[config.mk]
export PLATFORM = sky130hd
export DESIGN_NAME = hazard_ctrl_flat
export DESIGN_NICKNAME = d
export VERILOG_FILES = /design/src/rtl/hazard_if.sv /design/src/rtl/hazard_ctrl.sv /design/src/flat_wrapper.sv
export SDC_FILE = /design/constraint.sdc
export NUM_CORES = 1
export LEC_CHECK = 0
export BUFFER_PORTS_ARGS = -buffer_cell sky130_fd_sc_hd__buf_2
export CORE_ASPECT_RATIO = 1.5
export CORE_MARGIN = 10
export CORE_UTILIZATION = 35
export CTS_CLUSTER_SIZE = 8
export DETAILED_ROUTE_END_ITERATION = 16
export PLACE_DENSITY = 0.79
export SYNTH_ARGS = -nofsm -noshare
export SYNTH_HDL_FRONTEND = slang
export SYNTH_SLANG_ARGS = --single-unit
[constraint.sdc]
create_clock -name clk -period 1.3 [get_ports clk]
set_input_delay 0.065 -clock clk [delete_from_list [all_inputs] [get_ports clk]]
set_output_delay 0.065 -clock clk [all_outputs]
set_load 0.005 [all_outputs]
[src/rtl/hazard_if.sv]
// hazard_if: pipeline-state bundle between the five-stage core and hazard_ctrl.
//   master modport: the core drives the stage fields and reads the controls.
//   slave modport:  hazard_ctrl reads the stage fields and drives the controls.
//   Stage fields: ID sources/use flags, EX sources/dest/write/load/redirects,
//                 MEM/WB dests and write enables, dmem_req/dmem_ready.
//   Controls:     stalls, flushes, forward selects, state, sticky timeout flag.
interface hazard_if;
    logic [4:0] id_src1_addr, id_src2_addr;
    logic       id_uses_src1, id_uses_src2;
    logic [4:0] ex_src1_addr, ex_src2_addr, ex_dest_addr;
    logic       ex_reg_write, ex_is_load;
    logic       ex_jal_en, ex_jalr_en, ex_branch_taken;
    logic [4:0] mem_dest_addr, wb_dest_addr;
    logic       mem_reg_write, wb_reg_write;
    logic       dmem_req, dmem_ready;

    logic       pc_stall, ifid_stall, idex_stall, exmem_stall;
    logic       ifid_flush, idex_flush, memwb_flush;
    logic [1:0] forward_op1, forward_op2;
    logic [1:0] state;
    logic       mem_timeout_err;

    modport master (
        output id_src1_addr, id_src2_addr, id_uses_src1, id_uses_src2,
               ex_src1_addr, ex_src2_addr, ex_dest_addr, ex_reg_write, ex_is_load,
               ex_jal_en, ex_jalr_en, ex_branch_taken,
               mem_dest_addr, wb_dest_addr, mem_reg_write, wb_reg_write,
               dmem_req, dmem_ready,
        input  pc_stall, ifid_stall, idex_stall, exmem_stall,
               ifid_flush, idex_flush, memwb_flush,
               forward_op1, forward_op2, state, mem_timeout_err
    );

    modport slave (
        input  id_src1_addr, id_src2_addr, id_uses_src1, id_uses_src2,
               ex_src1_addr, ex_src2_addr, ex_dest_addr, ex_reg_write, ex_is_load,
               ex_jal_en, ex_jalr_en, ex_branch_taken,
               mem_dest_addr, wb_dest_addr, mem_reg_write, wb_reg_write,
               dmem_req, dmem_ready,
        output pc_stall, ifid_stall, idex_stall, exmem_stall,
               ifid_flush, idex_flush, memwb_flush,
               forward_op1, forward_op2, state, mem_timeout_err
    );
endinterface

[src/rtl/hazard_ctrl.sv]
// hazard_ctrl: stall/flush/forward control for the five-stage RV32I pipeline.
//   clk, rst        : rising-edge clock, asynchronous active-high reset
//   hif (slave)     : stage fields in, stall/flush/forward/state/error out
//   Optional (macro HAZARD_PERF_CNT_EN): stall_cycles, flush_events,
//   mem_wait_cycles -- saturating CNT_W-bit performance counters.
// All controls are combinational from the current inputs and state; only
// the memory-wait FSM, its wait counter, the error flag and counters are
// registered.
module hazard_ctrl #(
    parameter int MEM_TIMEOUT = 16,
    parameter int CNT_W       = 32
) (
    input  logic clk,
    input  logic rst,
    hazard_if.slave hif
`ifdef HAZARD_PERF_CNT_EN
    ,
    output logic [CNT_W-1:0] stall_cycles,
    output logic [CNT_W-1:0] flush_events,
    output logic [CNT_W-1:0] mem_wait_cycles
`endif
);

    localparam int WCNT_W = (MEM_TIMEOUT > 2) ? $clog2(MEM_TIMEOUT) : 1;
    localparam logic [WCNT_W-1:0] WCNT_MAX = WCNT_W'(MEM_TIMEOUT - 1);

    if (MEM_TIMEOUT < 2) begin : g_bad_timeout
        $error("hazard_ctrl: MEM_TIMEOUT must be >= 2");
    end
    if (CNT_W < 1) begin : g_bad_cnt_w
        $error("hazard_ctrl: CNT_W must be >= 1");
    end

    typedef enum logic [1:0] {
        RUN      = 2'b00,
        MEM_WAIT = 2'b01,
        ERR      = 2'b10
    } state_e;

    state_e            state_q, state_d;
    logic [WCNT_W-1:0] wait_cnt_q, wait_cnt_d;
    logic              err_q, err_d;

    logic freeze, redirect, load_use;

    // MEM has priority over WB; x0 is hardwired zero so never forwarded.
    function automatic logic [1:0] fwd_sel(input logic [4:0] src,
                                           input logic mem_we, input logic [4:0] mem_rd,
                                           input logic wb_we,  input logic [4:0] wb_rd);
        if (mem_we && mem_rd != 5'd0 && mem_rd == src)     return 2'b01;
        else if (wb_we && wb_rd != 5'd0 && wb_rd == src)   return 2'b10;
        else                                               return 2'b00;
    endfunction

    // Pipeline controls
    always_comb begin
        freeze   = (hif.dmem_req && !hif.dmem_ready) || (state_q == ERR);
        redirect = hif.ex_jal_en | hif.ex_jalr_en | hif.ex_branch_taken;
        load_use = hif.ex_is_load && hif.ex_reg_write && (hif.ex_dest_addr != 5'd0) &&
                   ((hif.id_uses_src1 && hif.id_src1_addr == hif.ex_dest_addr) ||
                    (hif.id_uses_src2 && hif.id_src2_addr == hif.ex_dest_addr));

        hif.pc_stall    = 1'b0;
        hif.ifid_stall  = 1'b0;
        hif.idex_stall  = 1'b0;
        hif.exmem_stall = 1'b0;
        hif.ifid_flush  = 1'b0;
        hif.idex_flush  = 1'b0;
        hif.memwb_flush = 1'b0;

        if (freeze) begin
            // Whole front end holds; WB gets a bubble since MEM has not finished.
            hif.pc_stall    = 1'b1;
            hif.ifid_stall  = 1'b1;
            hif.idex_stall  = 1'b1;
            hif.exmem_stall = 1'b1;
            hif.memwb_flush = 1'b1;
        end else if (redirect) begin
            // Wrong-path IF and ID instructions are squashed; a pending
            // load-use on the ID instruction is moot.
            hif.ifid_flush  = 1'b1;
            hif.idex_flush  = 1'b1;
        end else if (load_use) begin
            hif.pc_stall    = 1'b1;
            hif.ifid_stall  = 1'b1;
            hif.idex_flush  = 1'b1;
        end

        // Forward selects stay live under freeze because EX operands are held.
        hif.forward_op1 = fwd_sel(hif.ex_src1_addr, hif.mem_reg_write, hif.mem_dest_addr,
                                  hif.wb_reg_write, hif.wb_dest_addr);
        hif.forward_op2 = fwd_sel(hif.ex_src2_addr, hif.mem_reg_write, hif.mem_dest_addr,
                                  hif.wb_reg_write, hif.wb_dest_addr);

        hif.state           = state_q;
        hif.mem_timeout_err = err_q;
    end

    // Memory-wait FSM next state
    always_comb begin
        state_d    = state_q;
        wait_cnt_d = wait_cnt_q;
        err_d      = err_q;
        case (state_q)
            RUN: begin
                wait_cnt_d = '0;
                if (hif.dmem_req && !hif.dmem_ready) state_d = MEM_WAIT;
            end
            MEM_WAIT: begin
                if (hif.dmem_ready) begin
                    state_d    = RUN;
                    wait_cnt_d = '0;
                end else if (wait_cnt_q == WCNT_MAX) begin
                    state_d = ERR;
                    err_d   = 1'b1;
                end else begin
                    wait_cnt_d = wait_cnt_q + 1'b1;
                end
            end
            ERR:     state_d = ERR;
            default: state_d = RUN;
        endcase
    end

    always_ff @(posedge clk or posedge rst) begin
        if (rst) begin
            state_q    <= RUN;
            wait_cnt_q <= '0;
            err_q      <= 1'b0;
        end else begin
            state_q    <= state_d;
            wait_cnt_q <= wait_cnt_d;
            err_q      <= err_d;
        end
    end

`ifdef HAZARD_PERF_CNT_EN
    logic [CNT_W-1:0] stall_cnt_q, stall_cnt_d;
    logic [CNT_W-1:0] flush_cnt_q, flush_cnt_d;
    logic [CNT_W-1:0] mwait_cnt_q, mwait_cnt_d;

    // Counters saturate at all-ones instead of wrapping.
    always_comb begin
        stall_cnt_d = stall_cnt_q;
        flush_cnt_d = flush_cnt_q;
        mwait_cnt_d = mwait_cnt_q;
        if (!freeze && !redirect && load_use && stall_cnt_q != '1)
            stall_cnt_d = stall_cnt_q + 1'b1;
        if (!freeze && redirect && flush_cnt_q != '1)
            flush_cnt_d = flush_cnt_q + 1'b1;
        if (freeze && mwait_cnt_q != '1)
            mwait_cnt_d = mwait_cnt_q + 1'b1;
    end

    always_ff @(posedge clk or posedge rst) begin
        if (rst) begin
            stall_cnt_q <= '0;
            flush_cnt_q <= '0;
            mwait_cnt_q <= '0;
        end else begin
            stall_cnt_q <= stall_cnt_d;
            flush_cnt_q <= flush_cnt_d;
            mwait_cnt_q <= mwait_cnt_d;
        end
    end

    assign stall_cycles    = stall_cnt_q;
    assign flush_events    = flush_cnt_q;
    assign mem_wait_cycles = mwait_cnt_q;
`endif

endmodule

[src/flat_wrapper.sv]
// flat-port wrapper written by rule: the top's interface ports become plain ports
module hazard_ctrl_flat 
#(
    parameter int MEM_TIMEOUT = 16,
    parameter int CNT_W       = 32
)
  (clk, rst, hif_id_src1_addr, hif_id_src2_addr, hif_id_uses_src1, hif_id_uses_src2, hif_ex_src1_addr, hif_ex_src2_addr, hif_ex_dest_addr, hif_ex_reg_write, hif_ex_is_load, hif_ex_jal_en, hif_ex_jalr_en, hif_ex_branch_taken, hif_mem_dest_addr, hif_wb_dest_addr, hif_mem_reg_write, hif_wb_reg_write, hif_dmem_req, hif_dmem_ready, hif_pc_stall, hif_ifid_stall, hif_idex_stall, hif_exmem_stall, hif_ifid_flush, hif_idex_flush, hif_memwb_flush, hif_forward_op1, hif_forward_op2, hif_state, hif_mem_timeout_err);
  hazard_if hif_i ();
  input  logic clk;
  input  logic rst;
  input wire logic [$bits(hif_i.id_src1_addr)-1:0] hif_id_src1_addr;
  input wire logic [$bits(hif_i.id_src2_addr)-1:0] hif_id_src2_addr;
  input wire logic [$bits(hif_i.id_uses_src1)-1:0] hif_id_uses_src1;
  input wire logic [$bits(hif_i.id_uses_src2)-1:0] hif_id_uses_src2;
  input wire logic [$bits(hif_i.ex_src1_addr)-1:0] hif_ex_src1_addr;
  input wire logic [$bits(hif_i.ex_src2_addr)-1:0] hif_ex_src2_addr;
  input wire logic [$bits(hif_i.ex_dest_addr)-1:0] hif_ex_dest_addr;
  input wire logic [$bits(hif_i.ex_reg_write)-1:0] hif_ex_reg_write;
  input wire logic [$bits(hif_i.ex_is_load)-1:0] hif_ex_is_load;
  input wire logic [$bits(hif_i.ex_jal_en)-1:0] hif_ex_jal_en;
  input wire logic [$bits(hif_i.ex_jalr_en)-1:0] hif_ex_jalr_en;
  input wire logic [$bits(hif_i.ex_branch_taken)-1:0] hif_ex_branch_taken;
  input wire logic [$bits(hif_i.mem_dest_addr)-1:0] hif_mem_dest_addr;
  input wire logic [$bits(hif_i.wb_dest_addr)-1:0] hif_wb_dest_addr;
  input wire logic [$bits(hif_i.mem_reg_write)-1:0] hif_mem_reg_write;
  input wire logic [$bits(hif_i.wb_reg_write)-1:0] hif_wb_reg_write;
  input wire logic [$bits(hif_i.dmem_req)-1:0] hif_dmem_req;
  input wire logic [$bits(hif_i.dmem_ready)-1:0] hif_dmem_ready;
  output wire logic [$bits(hif_i.pc_stall)-1:0] hif_pc_stall;
  output wire logic [$bits(hif_i.ifid_stall)-1:0] hif_ifid_stall;
  output wire logic [$bits(hif_i.idex_stall)-1:0] hif_idex_stall;
  output wire logic [$bits(hif_i.exmem_stall)-1:0] hif_exmem_stall;
  output wire logic [$bits(hif_i.ifid_flush)-1:0] hif_ifid_flush;
  output wire logic [$bits(hif_i.idex_flush)-1:0] hif_idex_flush;
  output wire logic [$bits(hif_i.memwb_flush)-1:0] hif_memwb_flush;
  output wire logic [$bits(hif_i.forward_op1)-1:0] hif_forward_op1;
  output wire logic [$bits(hif_i.forward_op2)-1:0] hif_forward_op2;
  output wire logic [$bits(hif_i.state)-1:0] hif_state;
  output wire logic [$bits(hif_i.mem_timeout_err)-1:0] hif_mem_timeout_err;
  assign hif_i.id_src1_addr = hif_id_src1_addr;
  assign hif_i.id_src2_addr = hif_id_src2_addr;
  assign hif_i.id_uses_src1 = hif_id_uses_src1;
  assign hif_i.id_uses_src2 = hif_id_uses_src2;
  assign hif_i.ex_src1_addr = hif_ex_src1_addr;
  assign hif_i.ex_src2_addr = hif_ex_src2_addr;
  assign hif_i.ex_dest_addr = hif_ex_dest_addr;
  assign hif_i.ex_reg_write = hif_ex_reg_write;
  assign hif_i.ex_is_load = hif_ex_is_load;
  assign hif_i.ex_jal_en = hif_ex_jal_en;
  assign hif_i.ex_jalr_en = hif_ex_jalr_en;
  assign hif_i.ex_branch_taken = hif_ex_branch_taken;
  assign hif_i.mem_dest_addr = hif_mem_dest_addr;
  assign hif_i.wb_dest_addr = hif_wb_dest_addr;
  assign hif_i.mem_reg_write = hif_mem_reg_write;
  assign hif_i.wb_reg_write = hif_wb_reg_write;
  assign hif_i.dmem_req = hif_dmem_req;
  assign hif_i.dmem_ready = hif_dmem_ready;
  assign hif_pc_stall = hif_i.pc_stall;
  assign hif_ifid_stall = hif_i.ifid_stall;
  assign hif_idex_stall = hif_i.idex_stall;
  assign hif_exmem_stall = hif_i.exmem_stall;
  assign hif_ifid_flush = hif_i.ifid_flush;
  assign hif_idex_flush = hif_i.idex_flush;
  assign hif_memwb_flush = hif_i.memwb_flush;
  assign hif_forward_op1 = hif_i.forward_op1;
  assign hif_forward_op2 = hif_i.forward_op2;
  assign hif_state = hif_i.state;
  assign hif_mem_timeout_err = hif_i.mem_timeout_err;
  hazard_ctrl #(.MEM_TIMEOUT(MEM_TIMEOUT), .CNT_W(CNT_W)) u_core (.clk(clk), .rst(rst), .hif(hif_i));
endmodule
==> out/qor.yml <==
status:
  status: "finished with violations"
  violations: "negative setup slack"
worst_setup_path:
  cp-start-kind: "input port"
  cp-end-kind: "primary output"
  worst_r2r_path_depth: 5
  worstReg2RegStart: "u_core.wait_cnt_q[0]$_DFFE_PP0P_"
  regToRegSetupSlack_ps: 40
  cp_max_fo: 2
  crit_chain: "buf_6, or4_4, o21ai_4, buf_6, nor4_4, nor4_2, buf_2"
  crit_slowest_cell: "or4_4"
  crit_path_end: "hif_forward_op1[1]"
  cp_common_cell: "buf_6"
  startpoint: "hif_mem_dest_addr[4]"
  cpPeakStageDelay_ps: 540
  reg2reg_to: "u_core.wait_cnt_q[3]$_DFFE_PP0P_"
  crit_arrival_ps: 1370
  required_ps: 1240
  crit_type: "in2out"
synth:
  synthArstFlopShare: 1.00
  yosys_most_used_dff: "dfrtp_1"
  ys_ff_latch: 7
  yosys-top-cells-count: "22 x xor2_1, 8 x xnor2_1, 7 x dfrtp_1, 5 x a21oi_1, 5 x or4_1"
  syn_area_um2: 806
  yosysTopAreaCell: "xor2_1"
  yosys_warnings: 0
  yosysMostFrequentCell: "xor2_1"
  post_synth_num_cell_types: 29
  synth_fp_nets: 146
  synth_edf_count: 0
  syn_inst: 97
  yosys-top-cells-area: "xor2_1 24%, dfrtp_1 22%, xnor2_1 8.7%, or4_1 4.7%, a21oi_1 3.1%"
  avgSynthCellArea_um2: 8.31
  ys_seq_area_frac: 0.217
  yosysTopAreaCellShare: 0.239
detailed_routing:
  route.met3.wl_um: 431
  wirelength_um: 3350
  dr.max_layer_used: "met4"
  via_per_inst: 5.40
  wl_per_cell_um: 17.0
  wl_met2_um: 1690
  drt_iter0_markers: 22
  drc_errors: 0
  firstDrtPassIters: 4
  antenna_left: 0
  wl_met1_um: 1120
  vias: 1064
clock_network:
  h-tree-depth: 1
  numClockSinks: 7
  cts_tree: "done"
  cts-root-buf: "clkbuf_4"
  clk_pin_slew_worst_paths_ps: 50
  clock_path_buffers: 2
  cts_made_buffers: 3
  clock_latency_ps: 260
floorplan:
  die-height_um: 78.8
  start_util: 0.365
  boundaryPins: 62
  fp-row-count: 21
  die-width_um: 59.2
  die_area_um2: 4660
  core_area_um2: 2210
global_routing:
  grt_pass1_wl_um: 5370
  grt_pass1_vias: 1201
  grt_usage: 0.144
  antenna_found_initial: 0
  grt_overflow: 0
  grt_max_degree: 10
layout:
  antenna_cells: 0
  drive_gt1_frac: 0.534
  syn2layout_area_growth_pct: 68.2
  utilization: 0.614
  fill_cells: 193
  nets: 224
place:
  place.port_buffers: 61
  hpwl_um: 2820
  routabilityCongestion: 0.875
timing:
  skew_ps: 5.95
  setup_violations: 6
  tns_ps: -534
  fin_crit_sh: 1.10
  max_slew.worst_pin.slew_ps: 311
  setup_ws_ps: -136
  period_needed_ps: 1440
  rsz0062_at_grt: "yes"
  fmax_ghz: 0.696
  hold_viol: 0
  slew_headroom: 0.792
  final_max_slew_viol_count: 0
hold_path:
  worstHoldPathType: "in2reg"
power:
  vdd_ir_drop_max_mv: 0.389
  powerDensity_nw_per_um2: 557
  p_leak_nw: 0.691
run:
  cap_violations: 0
## metrics by stage
step	setup slack (ps)	power, W	cells	area, µm²	hold slack, ps
after floorplan	-65.6	0.000349	97	808	-132
after global placement	-90.0	0.000504	190	1210	5.44
after detailed placement	-160	0.000514	190	1210	7.81
after CTS	-148	0.000749	197	1340	117
after global routing	-233	0.000801	197	1360	151
final	-136	0.000754	197	1360	120
## report_power, final
part / total, W / switching (W) / leakage [nW] / internal [W]
clock network: 0.000198 / 0.0000807 / 0.0150 / 0.000117
logic: 0.000330 / 0.000159 / 0.581 / 0.000171
registers: 0.000226 / 0.00000327 / 0.0957 / 0.000223
total: 0.000754 / 0.000243 / 0.691 / 0.000511
## worst max-delay path, delay by kind of cell
family                 cells  cell delay, ps
AND/OR/NAND/NOR            3             730
buffers and inverters      3             380
AO/OA/AOI/OAI              1             200
## flip-flops by register name, indices dropped and copies added (netlist names)
name                        cells
u_core.hif.mem_timeout_err      1
u_core.wait_cnt_q               4
u_core.hif.state                2
## how the worst min path moves through the flow
| stage | from | cells after the start | endpoint |
|---|---|---|---|
| final | hif_dmem_ready | 4 | u_core.hif.state[0]$_DFFE_PP0P_ |
| after global routing | hif_dmem_req | 3 | u_core.hif.state[0]$_DFFE_PP0P_ |
| after CTS | hif_dmem_ready | 4 | u_core.hif.state[0]$_DFFE_PP0P_ |
| after detailed placement | rst | 2 | u_core.wait_cnt_q[2]$_DFFE_PP0P_ |
| after global placement | rst | 2 | u_core.wait_cnt_q[0]$_DFFE_PP0P_ |
| after floorplan | rst | 1 | u_core.hif.mem_timeout_err$_DFFE_PP0P_ |
## layout make-up
type	instances	area, µm²	area share
Inverter	4	15.0	0.0111
Clock buffer	4	26.3	0.0194
Sequential cell	7	175	0.129
Tap cell	23	28.8	0.0212
Timing Repair Buffer	78	455	0.336
Multi-Input combinational cell	81	654	0.483
## kinds of logic (layout without fill, tap and decap cells)
logic type                 after synthesis  after routing  synth area share
AOI/OAI and AO/OA                       20             20             0.161
xor gates and xnor gates                30             30             0.326
adders and majority gates                1              1            0.0155
buffers and inverters                    9             86            0.0559
DFF                                      7              7             0.217
and+or+nand+nor                         30             30             0.224
## per-layer routing
layer | global-route usage | vias to the layer above
li1 | - | 498
met2 | 0.268 | 73
met5 | 0 | -
met4 | 0.0760 | 0
met1 | 0.119 | 484
met3 | 0.0637 | 9
## cell usage in the layout, fill, tap and decap left out, types with 2 or more instances in the layout
cell type  synthesis  layout
buf_2              0      59
nand3_1            4       4
nor4_1             4       2
nor4_4             0       2
nand2_1            4       4
buf_4              3      14
dfrtp_1            7       7
clkbuf_4           0       3
or4_4              0       3
o21bai_1           2       2
a21oi_1            5       5
nor4_2             2       2
nand2b_1           3       2
nor2_1             4       4
o21ai_1            1       3
o211ai_1           2       2
xor2_1            22      22
xnor2_1            8       8
buf_6              0       4
o21ai_0            4       2
or4_1              5       2
inv_1              4       3
## repair_timing
action / in CTS / in global routing
endpoints found under the setup margin: 9 / 13
resized for setup: 13 / 7
pin swaps: 9 / 3
endpoints found under the hold margin: 7 / 0
setup buffers: 2 / 0
hold buffers: 1 / 0
(Power assumes the default switching activity.)
